**config.mk**
```make
export PLATFORM = sky130hd
export DESIGN_NAME = ex_mem_pipe_stage
export DESIGN_NICKNAME = d
export VERILOG_FILES = /design/src/rtl/ex_mem_pipe_stage.sv
export SDC_FILE = /design/constraint.sdc
export NUM_CORES = 1
export LEC_CHECK = 0
export CORE_MARGIN = 1.5
export CORE_UTILIZATION = 38
export CTS_CLUSTER_DIAMETER = 200
export DETAILED_ROUTE_END_ITERATION = 8
export GPL_TIMING_DRIVEN = 0
export MAX_ROUTING_LAYER = met4
export PLACE_DENSITY_LB_ADDON = 0.3
export SLEW_MARGIN = 20
export SYNTH_ARGS = -nofsm -noshare
export SYNTH_HDL_FRONTEND = slang
export SYNTH_SLANG_ARGS = --single-unit
```
**constraint.sdc**
```tcl
create_clock -name clk -period 4.25 [get_ports clk]
set_input_delay 0.85 -clock clk [delete_from_list [all_inputs] [get_ports clk]]
set_output_delay 0.85 -clock clk [all_outputs]
set_load 0.02 [all_outputs]
```
**src/rtl/ex_mem_pipe_stage.sv**
```systemverilog
// EX/MEM pipeline register with a one-entry skid buffer, so in_ready depends only on local state.
// It also keeps a saturating count of the cycles in which the memory side stalls.
module ex_mem_pipe_stage #(
    parameter int unsigned DATA_W = 16,
    parameter int unsigned CTRL_W = 8,
    parameter int unsigned CNT_W  = 16
) (
    input  logic              clk,
    input  logic              rst_n,
    input  logic              in_valid,
    output logic              in_ready,
    input  logic [CTRL_W-1:0] in_ctrl,
    input  logic [DATA_W-1:0] in_alu,
    input  logic [DATA_W-1:0] in_mem,
    input  logic              flush,
    output logic              out_valid,
    input  logic              out_ready,
    output logic [CTRL_W-1:0] out_ctrl,
    output logic [DATA_W-1:0] out_alu,
    output logic [DATA_W-1:0] out_mem,
    output logic [CNT_W-1:0]  stall_cnt
);

    typedef enum logic [1:0] {StEmpty, StBusy, StFull} state_e;

    state_e              state_q, state_d;
    logic [CTRL_W-1:0]   main_ctrl_q, skid_ctrl_q;
    logic [DATA_W-1:0]   main_alu_q, skid_alu_q;
    logic [DATA_W-1:0]   main_mem_q, skid_mem_q;
    logic [CNT_W-1:0]    stall_q;

    logic accept, take;
    logic ld_main_in, ld_main_skid, ld_skid;

    assign in_ready  = (state_q != StFull);
    assign out_valid = (state_q != StEmpty);
    assign accept    = in_valid & in_ready;
    assign take      = out_valid & out_ready;

    always_comb begin
        state_d      = state_q;
        ld_main_in   = 1'b0;
        ld_main_skid = 1'b0;
        ld_skid      = 1'b0;
        // Flush wins over everything, including any load this cycle.
        if (flush) begin
            state_d = StEmpty;
        end else begin
            case (state_q)
                StEmpty: begin
                    if (accept) begin
                        state_d    = StBusy;
                        ld_main_in = 1'b1;
                    end
                end
                StBusy: begin
                    if (accept && take) begin
                        ld_main_in = 1'b1;
                    end else if (accept) begin
                        state_d = StFull;
                        ld_skid = 1'b1;
                    end else if (take) begin
                        state_d = StEmpty;
                    end
                end
                StFull: begin
                    if (take) begin
                        state_d      = StBusy;
                        ld_main_skid = 1'b1;
                    end
                end
                default: state_d = StEmpty;
            endcase
        end
    end

    always_ff @(posedge clk or negedge rst_n) begin
        if (!rst_n) begin
            state_q     <= StEmpty;
            main_ctrl_q <= '0;
            main_alu_q  <= '0;
            main_mem_q  <= '0;
            skid_ctrl_q <= '0;
            skid_alu_q  <= '0;
            skid_mem_q  <= '0;
        end else begin
            state_q <= state_d;
            if (ld_main_in) begin
                main_ctrl_q <= in_ctrl;
                main_alu_q  <= in_alu;
                main_mem_q  <= in_mem;
            end else if (ld_main_skid) begin
                main_ctrl_q <= skid_ctrl_q;
                main_alu_q  <= skid_alu_q;
                main_mem_q  <= skid_mem_q;
            end
            if (ld_skid) begin
                skid_ctrl_q <= in_ctrl;
                skid_alu_q  <= in_alu;
                skid_mem_q  <= in_mem;
            end
        end
    end

    always_ff @(posedge clk or negedge rst_n) begin
        if (!rst_n) begin
            stall_q <= '0;
        end else if (out_valid && !out_ready && !flush && (stall_q != '1)) begin
            stall_q <= stall_q + CNT_W'(1);
        end
    end

    // Bubbles carry no control bits; the data fields keep their last value.
    assign out_ctrl  = out_valid ? main_ctrl_q : '0;
    assign out_alu   = main_alu_q;
    assign out_mem   = main_mem_q;
    assign stall_cnt = stall_q;

endmodule

```
Word level (Yosys, flattened, before mapping)
Cells that the tools add are included.
{ "word_totals": {"latch_bits": 0, "mem_bits_ro": 0, "word_cells": 53, "ram_bits": 0, "output_inout_bits": 58, "n_memories": 0, "inputBits": 45, "register_bits": 98} }
{ "op_classes": {"reduce_logical": 10, "n_eq_ne": 8, "mux": 24, "order_cmp": 0, "n_mul": 0, "add_sub_neg": 1, "shift": 0, "n_bitwise": 2, "n_div": 0} }
{ "ops": {"columns": ["op", "n"], "rows": [
  ["two-way mux 16 bit", 4],
  ["two-way mux 8 bit", 3],
  ["adder 16 x 1 -> 16 bit (second input constant)", 1],
  ["inequality test 16 bit (second input constant)", 1],
  ["two-way mux 2 bit", 6],
  ["two-way mux 1 bit", 9],
  ["inequality test 3 bit (second input constant)", 3],
  ["case mux 2 bit (3 select lines)", 1],
  ["logical AND 1 bit", 4],
  ["inequality test 4 bit (second input constant)", 1],
  ["AND reduction 4 bit", 1],
  ["nonzero test 2 bit", 2],
  ["bitwise AND 1 bit", 2],
  ["== test 2 x 1 -> 1 bit (second input constant)", 1],
  ["== test 2 bit (second input constant)", 1],
  ["zero test 1 bit", 2],
  ["zero test 2 bit", 1],
  ["inequality test 2 bit (second input constant)", 1],
  ["case mux 1 bit (2 select lines)", 1]
]} }

Depth between registers and ports, before layout
Gate-level depths: netlist (run 1).
{ "logic_depth": {"word_depth": 7, "depth_mapped": 6, "mapped_depth_nobuf": 5} }

Worst setup path after synthesis (run 1)
OpenSTA, ideal clock, no wires.
{ "synth_timing": {"path_kind": "input to register", "startpoint": "in out_ready", "endpoint": "reg stall_q[10] (netlist: stall_cnt[10])", "required_ps": 4170, "setup_ps": 80, "path_buffers": 2, "arrival_time_ps": 2074, "path_slack_ps": 2096, "cell_stages": 5, "cell_sequence": "buf_2 -> or4_1 -> clkbuf_1 -> nor4b_2 -> xor2_1"} }
{ "synth_via": {"elab_chain_cells": 4} }
{ "synth_rtl": {"columns": ["element", "line", "source"], "rows": [
  ["start, declared", "17", "input logic out_ready,"],
  ["zero test 1 bit", "108", "end else if (out_valid && !out_ready && !flush && (stall_q != '1)) begin"],
  ["logical AND 1 bit (3 in series)", "108", null],
  ["end signal, assigned", "109", "stall_q <= stall_q + CNT_W'(1);"],
  ["end, declared", "30", "logic [CNT_W-1:0] stall_q;"]
]} }
Every way passes these cells.
A chain may end at the register's enable or synchronous reset.

Worst setup path in the final report (run 1)
{ "layout_timing": {"startpoint": "reg state_q[1]", "endpoint": "out out_ctrl[0]"} }
{ "layout_via": {"elab_chain_cells": 2} }
{ "layout_rtl": {"columns": ["element", "line", "source"], "rows": [
  ["start, declared", "26", "state_e state_q, state_d;"],
  ["start signal, assigned", "79", "state_q <= StEmpty;"],
  ["start signal, assigned", "87", "state_q <= state_d;"],
  ["nonzero test 2 bit", "36", "assign out_valid = (state_q != StEmpty);"],
  ["two-way mux 8 bit", "114", "assign out_ctrl = out_valid ? main_ctrl_q : '0;"],
  ["end, declared", "18", "output logic [CTRL_W-1:0] out_ctrl,"]
]} }
Every way passes these cells.

==> run_results.csv, run 1 <==
group,metric,value,unit
status,status,"finished clean",
clock_tree,path_clk_slew,0.07,ns
finish,final_area,0.00581,mm^2
die,ios,103,
drt,route.detailed.drc,0,
drt,drt_pass1_iterations,4,
grt,antenna_found_initial,0,
synthesis,avgSynthCellArea,12.1,um^2
clock_tree,cts_tree,"built",
synthesis,yosys.area.top_type,"dfrtp_1",
finish,multi_input_area,0.00174,mm^2
timing,timing.fmax,0.356,GHz
worst_setup_path,cp-end-kind,"output port",
timing,final.min_clock_period,2.81,ns
worst_setup_path,path_class,"flip-flop to output port",
pwr,ir_worst_vdd,0.000224,V
die,dieArea,0.0119,mm^2
worst_setup_path,cp_data_required_time,3.40,ns
clock_tree,insertion_delay,0.33,ns
synthesis,synthFlopType,"dfrtp_1",
synthesis,syn_area,0.00429,mm^2
timing,holdWs,0.436,ns
finish,drive_above_1_share,15.5,%
clock_tree,cts_sinks,98,
clock_tree,holdBufCountCts,0,
synthesis,async_reset_ff_share,100,%
drt,post_drt_wl_per_cell,15.2,um
worst_setup_path,crit_family,"buffers and inverters",
synthesis,ys_warn_count,0,
pwr,pwr-share-seq,45.7,%
grt,grt_pass1_vias,3131,
drt,drt-initial-drc-count,73,
timing,fin_crit_sh,66.0,%
drt,dr_total_vias,3068,
pwr,power_frac_clock,31.1,%
synthesis,syn_inst,355,
die,die_h,109,um
worst_setup_path,crit_buf_inv,2,
timing,fin_skew,0.00835,ns
timing,hold_viol,0,
clock_tree,post_cts_buffers,0,
drt,ant_nets,0,
die,fp.dieW,109,um
grt,grt_pass1_wl,15.1,mm
clock_tree,clk_path_buf_depth,2,
finish,area_delta_synth_final,35.4,%
synthesis,yosysMostFrequentCell,"dfrtp_1",
placement,place_congestion,0.755,
drt,via_per_inst,5.02,
pwr,total_leakage_power,2.37,nW
clock_tree,cts_buffers,9,
worst_setup_path,cpMaxStageDelayCell,"clkdlybuf4s50_1",
pwr,p_total,2.75,mW
worst_setup_path,worst-path-max-fanout,9,
timing,grt_setup_unrepaired,"no",
worst_setup_path,critical-path-max-stage-delay,0.53,ns
pwr,swShare,27.4,%
worst_setup_path,crit_chain,"nor2_1, inv_1, and2_1, clkdlybuf4s50_1",
worst_hold_path,hold_class,"input port to async pin",
pwr,power_density,474,mW/mm^2
clock_tree,cts_resized,0,
placement,post-dp-hpwl,6.58,mm
placement,dpl_cell_area,0.00549,mm^2
worst_setup_path,rrSetupSlack,2.26,ns
synthesis,synth_area_leaders,"dfrtp_1, mux2_2, mux2i_1",
placement,portBuffers,100,
synthesis,synth_top_area_share,57.2,%
grt,grt_max_degree,56,
synthesis,synth.distinct_cells,34,
pwr,p_int,2.00,mW
worst_setup_path,rr_worst_depth,5,
flow_run,max_cap_viol_count,0,
timing,fin_tns_setup,0,ns
worst_setup_path,startpoint_type,"flip-flop",
timing,relSlewSlack,50.8,%
synthesis,synth_enable_flop_cells,0,
timing,setup_viol,0,
worst_setup_path,reg2reg_from,"state_q[0]",
clock_tree,root_buffer,"clkbuf_16",
pwr,combPwrFrac,23.2,%
die,num_rows,38,
synthesis,synth_common_cells,"dfrtp_1, nor2_1, a21oi_1, mux2_2, mux2i_1",
drt,wl,9.26,mm
clock_tree,htreeDepth,3,
finish,final_nets,513,
synthesis,yosysSeqAreaShare,57.2,%
worst_setup_path,cp_data_arrival_time,1.96,ns
grt,overflow,0,
worst_setup_path,reg2reg_to,"main_ctrl_q[5]",
timing,worst_pin_slew,0.732,ns
timing,slew_violations,0,
finish,diodes,0,
synthesis,synth.ff_latch_count,98,
die,start_util,39.2,%
finish,seq_area,0.00245,mm^2
pwr,switching_power,0.753,mW
synthesis,syn_nets,401,
finish,fill_cells,1020,
worst_setup_path,crit_start,"state_q[1]",
grt,track_usage,17.0,%
die,coreArea,0.0109,mm^2
logic make-up after synthesis:
logic type                 Yosys count  share of synthesized area (%)
adders and majority gates            1                          0.292
buffers and inverters               23                           2.30
AOI/OAI and AO/OA                   49                           6.04
muxes                               83                           20.6
xor gates and xnor gates            13                           2.65
and+or+nand+nor                     88                           10.9
DFF                                 98                           57.2
worst max path at each step:
stage                     to  cells after the start
2_1_floorplan  stall_cnt[10]                      5
3_3_place_gp     out_alu[12]                      1
3_5_place_dp      out_mem[1]                      6
4_1_cts          out_ctrl[0]                      4
5_1_grt          out_ctrl[0]                      4
6_report         out_ctrl[0]                      4
registers in the layout, summed over array words and instances (netlist names):
register,count
out_alu,16
out_mem,16
skid_alu_q,16
skid_mem_q,16
stall_cnt,16
main_ctrl_q,8
skid_ctrl_q,8
state_q,2
area by class of cell:
cell class	count	share of cell area (%)
sequential	98	42.2
multi-input combinational	234	29.9
timing repair buffer	101	17.7
clock buffer	9	3.88
tap	140	3.02
clock inverter	6	1.55
buffer	20	1.51
inverter	3	0.194
power groups by stage:
stage / logic [mW] / clock network, mW / registers (mW)
after floorplan: 0.255 / 0 / 1.34
after global placement: 0.626 / 0 / 1.26
after detailed placement: 0.648 / 0 / 1.27
after CTS: 0.649 / 0.878 / 1.26
after global routing: 0.695 / 0.918 / 1.28
final: 0.638 / 0.855 / 1.26
layer usage:
layer | up-vias | GRT usage (%) | share of wire, % | wire [um]
li1 | 1477 | - | - | -
met1 | 1512 | 21.6 | 45 | 4180
met2 | 70 | 27.0 | 48 | 4450
met3 | 9 | 4.12 | 5.7 | 525
met4 | 0 | 5.29 | 1.0 | 97
met5 | - | - | 0 | 0
through the flow:
step | cells | setup slack, ns | util [%]
6_report | 611 | 1.44 | 53.1
5_1_grt | 611 | 1.28 | 53.1
4_1_cts | 611 | 1.40 | 53.1
3_5_place_dp | 596 | 1.56 | 50.2
3_3_place_gp | 595 | -1.24 | 50.0
2_1_floorplan | 355 | 2.10 | -
layout by cell type, fill, tap and decap left out, types with 2 or more instances in the layout:
| cell type | Yosys | routed |
|---|---|---|
| nand3_1 | 3 | 3 |
| mux2i_1 | 41 | 41 |
| a211oi_1 | 2 | 2 |
| and2_1 | 8 | 8 |
| nand4_1 | 7 | 7 |
| nand2_1 | 5 | 5 |
| clkdlybuf4s50_1 | 0 | 99 |
| nand3b_1 | 2 | 2 |
| clkbuf_16 | 0 | 9 |
| nor3b_1 | 3 | 3 |
| dfrtp_1 | 98 | 98 |
| a21oi_1 | 42 | 42 |
| xor2_1 | 8 | 8 |
| mux2_2 | 42 | 42 |
| nor2_1 | 43 | 43 |
| inv_1 | 3 | 3 |
| bufinv_16 | 0 | 2 |
| clkbuf_1 | 10 | 10 |
| nor3_1 | 2 | 2 |
| buf_2 | 10 | 10 |
| inv_6 | 0 | 2 |
| xnor2_1 | 5 | 5 |
| and3_1 | 2 | 2 |
| a31oi_1 | 2 | 2 |
| nor4_2 | 2 | 2 |
| and4_1 | 3 | 3 |
(Power assumes the default switching activity.)
==> run 2, diff against run 1 <==
==> constraint.sdc (replaced) <==
create_clock -name clk -period 2.78 [get_ports clk]
set_input_delay 0.556 -clock clk [delete_from_list [all_inputs] [get_ports clk]]
set_output_delay 0.556 -clock clk [all_outputs]
set_load 0.02 [all_outputs]
==> results of run 2 <==
Same layout as run 1 (identical final DEF). Status: finished clean.
Main changes from that run: setup slack after placement 1.56 ns -> 0.385 ns; setup slack after layout 1.44 ns -> 0.267 ns; hold slack 0.436 ns -> 0.142 ns; register-to-register setup slack 2.26 ns -> 0.79 ns; total power 2.75 mW -> 4.21 mW; worst IR drop on VDD 0.000224 V -> 0.000343 V
==> run 3, diff against run 2 <==
--- a/config.mk
+++ b/config.mk
@@ -6,7 +6,7 @@
 export NUM_CORES = 1
 export LEC_CHECK = 0
 export CORE_MARGIN = 1.5
-export CORE_UTILIZATION = 38
+export CORE_UTILIZATION = 35
 export CTS_CLUSTER_DIAMETER = 200
 export DETAILED_ROUTE_END_ITERATION = 8
 export GPL_TIMING_DRIVEN = 0
==> run_results.csv, run 3 (synthesis results as in run 1) <==
group,metric,value,unit
worst_setup_path,cp-end-kind,"output port",
timing,hold_viol,0,
clock_tree,htreeDepth,3,
grt,antenna_found_initial,0,
pwr,ir_worst_vdd,0.000439,V
pwr,p_int,2.89,mW
clock_tree,cts_tree,"built",
drt,dr_total_vias,3100,
worst_setup_path,crit_cells,4,
timing,setup_viol,0,
die,num_rows,40,
timing,fin_skew,0.00736,ns
clock_tree,path_clk_slew,0.07,ns
die,start_util,35.9,%
placement,dp_slack,0.411,ns
timing,relSlewSlack,47.4,%
grt,grt_max_degree,69,
flow_run,max_cap_viol_count,0,
timing,worst_pin_slew,0.782,ns
drt,route.detailed.drc,0,
worst_setup_path,cpMaxStageDelayCell,"clkdlybuf4s50_1",
pwr,pwr-share-seq,47.5,%
clock_tree,holdBufCountCts,0,
finish,drive_above_1_share,15.5,%
pwr,total_leakage_power,2.35,nW
finish,area_delta_synth_final,34.7,%
worst_setup_path,critical-path-max-stage-delay,0.53,ns
grt,grt_pass1_wl,16.1,mm
clock_tree,clk_path_buf_depth,2,
placement,portBuffers,100,
worst_setup_path,worst-path-max-fanout,9,
die,fp.dieW,114,um
die,coreArea,0.0120,mm^2
worst_setup_path,startpoint_type,"flip-flop",
timing,timing.final.ws_setup,0.199,ns
worst_setup_path,crit_family,"buffers and inverters",
worst_setup_path,crit_buf_inv,2,
timing,timing.fmax,0.387,GHz
pwr,power_density,700,mW/mm^2
timing,grt_setup_unrepaired,"no",
pwr,power_frac_clock,28.3,%
finish,final_core_util,48.3,%
drt,drt-initial-drc-count,156,
placement,place_congestion,0.773,
finish,diodes,0,
finish,final_area,0.00578,mm^2
worst_setup_path,crit_chain,"nor2_1, inv_1, and2_1, clkdlybuf4s50_1",
status,status,"finished clean",
pwr,swShare,28.4,%
finish,final_common_cell,"clkdlybuf4s50_1",
grt,grt_pass1_vias,3187,
clock_tree,insertion_delay,0.34,ns
placement,dpl_cell_area,0.00550,mm^2
worst_setup_path,rrSetupSlack,0.84,ns
timing,final.min_clock_period,2.58,ns
die,die_h,114,um
clock_tree,post_cts_buffers,0,
finish,layout_common_cells,"clkdlybuf4s50_1, dfrtp_1, nor2_1",
clock_tree,cts_resized,0,
drt,ant_nets,0,
placement,post-dp-hpwl,6.78,mm
grt,track_usage,16.6,%
pwr,switching_power,1.15,mW
drt,post_drt_wl_per_cell,15.7,um
clock_tree,cts_sinks,98,
timing,fin_tns_setup,0,ns
die,ios,103,
worst_setup_path,path_class,"flip-flop to output port",
clock_tree,root_buffer,"clkbuf_16",
die,dieArea,0.0129,mm^2
worst_setup_path,cp_data_arrival_time,2.03,ns
drt,drt_pass1_iterations,4,
grt,overflow,0,
drt,wl,9.73,mm
timing,fin_crit_sh,92.9,%
worst_hold_path,hold_class,"input port to async pin",
drt,via_per_inst,5.01,
pwr,combPwrFrac,24.2,%
clock_tree,cts_buffers,9,
finish,final_nets,513,
timing,holdWs,0.0929,ns
worst_setup_path,rr_worst_depth,5,
worst_setup_path,cp_data_required_time,2.22,ns
timing,slew_violations,0,
[run 3: cell count changes in the layout (fill, tap and decap cells not counted), sizes merged]
cell / previous run / this run
clkinv: 1 / 3
clkbuf: 19 / 21
inv: 5 / 3
bufinv: 2 / 0
clkinvlp: 1 / 2
[run 3: per-layer routing]
layer | global-route usage, % | wire, um | vias up
li1 | - | - | 1474
met3 | 5.26 | 537 | 10
met1 | 21.1 | 4510 | 1517
met2 | 25.6 | 4560 | 99
met5 | - | 0 | -
met4 | 5.00 | 131 | 0
[run 3: power by group through the flow]
stage / Sequential, mW / Clock (mW) / Combinational (mW)
floorplan: 2.05 / 0 / 0.390
global placement: 1.93 / 0 / 0.959
detailed placement: 1.95 / 0 / 0.993
CTS: 1.92 / 1.18 / 0.995
global route: 1.96 / 1.26 / 1.06
finish: 1.92 / 1.15 / 0.978
[run 3: path summary, 6_finish.rpt]
path	end	startpoint
worst min-delay path	skid_mem_q[8]	rst_n
worst max register to register	out_mem[9]	state_q[0]
max in group asynchronous	out_alu[5]	rst_n
worst max-delay path	out_ctrl[1]	state_q[1]
min in group clk	skid_ctrl_q[1]	skid_ctrl_q[1]
worst min register to register	skid_ctrl_q[1]	skid_ctrl_q[1]
[run 3: stage by stage]
| step | cells | power [mW] |
|---|---|---|
| 6_report | 619 | 4.04 |
| 5_1_grt | 619 | 4.28 |
| 4_1_cts | 619 | 4.10 |
| 3_5_place_dp | 603 | 2.94 |
| 3_3_place_gp | 602 | 2.89 |
| 2_1_floorplan | 355 | 2.44 |
[run 3: area by class of cell]
| cell class | instances | area [um^2] |
|---|---|---|
| clock inverters | 5 | 30.0 |
| plain buffers | 20 | 87.6 |
| multi-input cells | 234 | 1740 |
| inverters | 3 | 11.3 |
| well taps | 147 | 184 |
| repair buffers | 101 | 1030 |
| clock buffers | 11 | 243 |
| flip-flops and latches | 98 | 2450 |
| fillers | 1108 | 6190 |
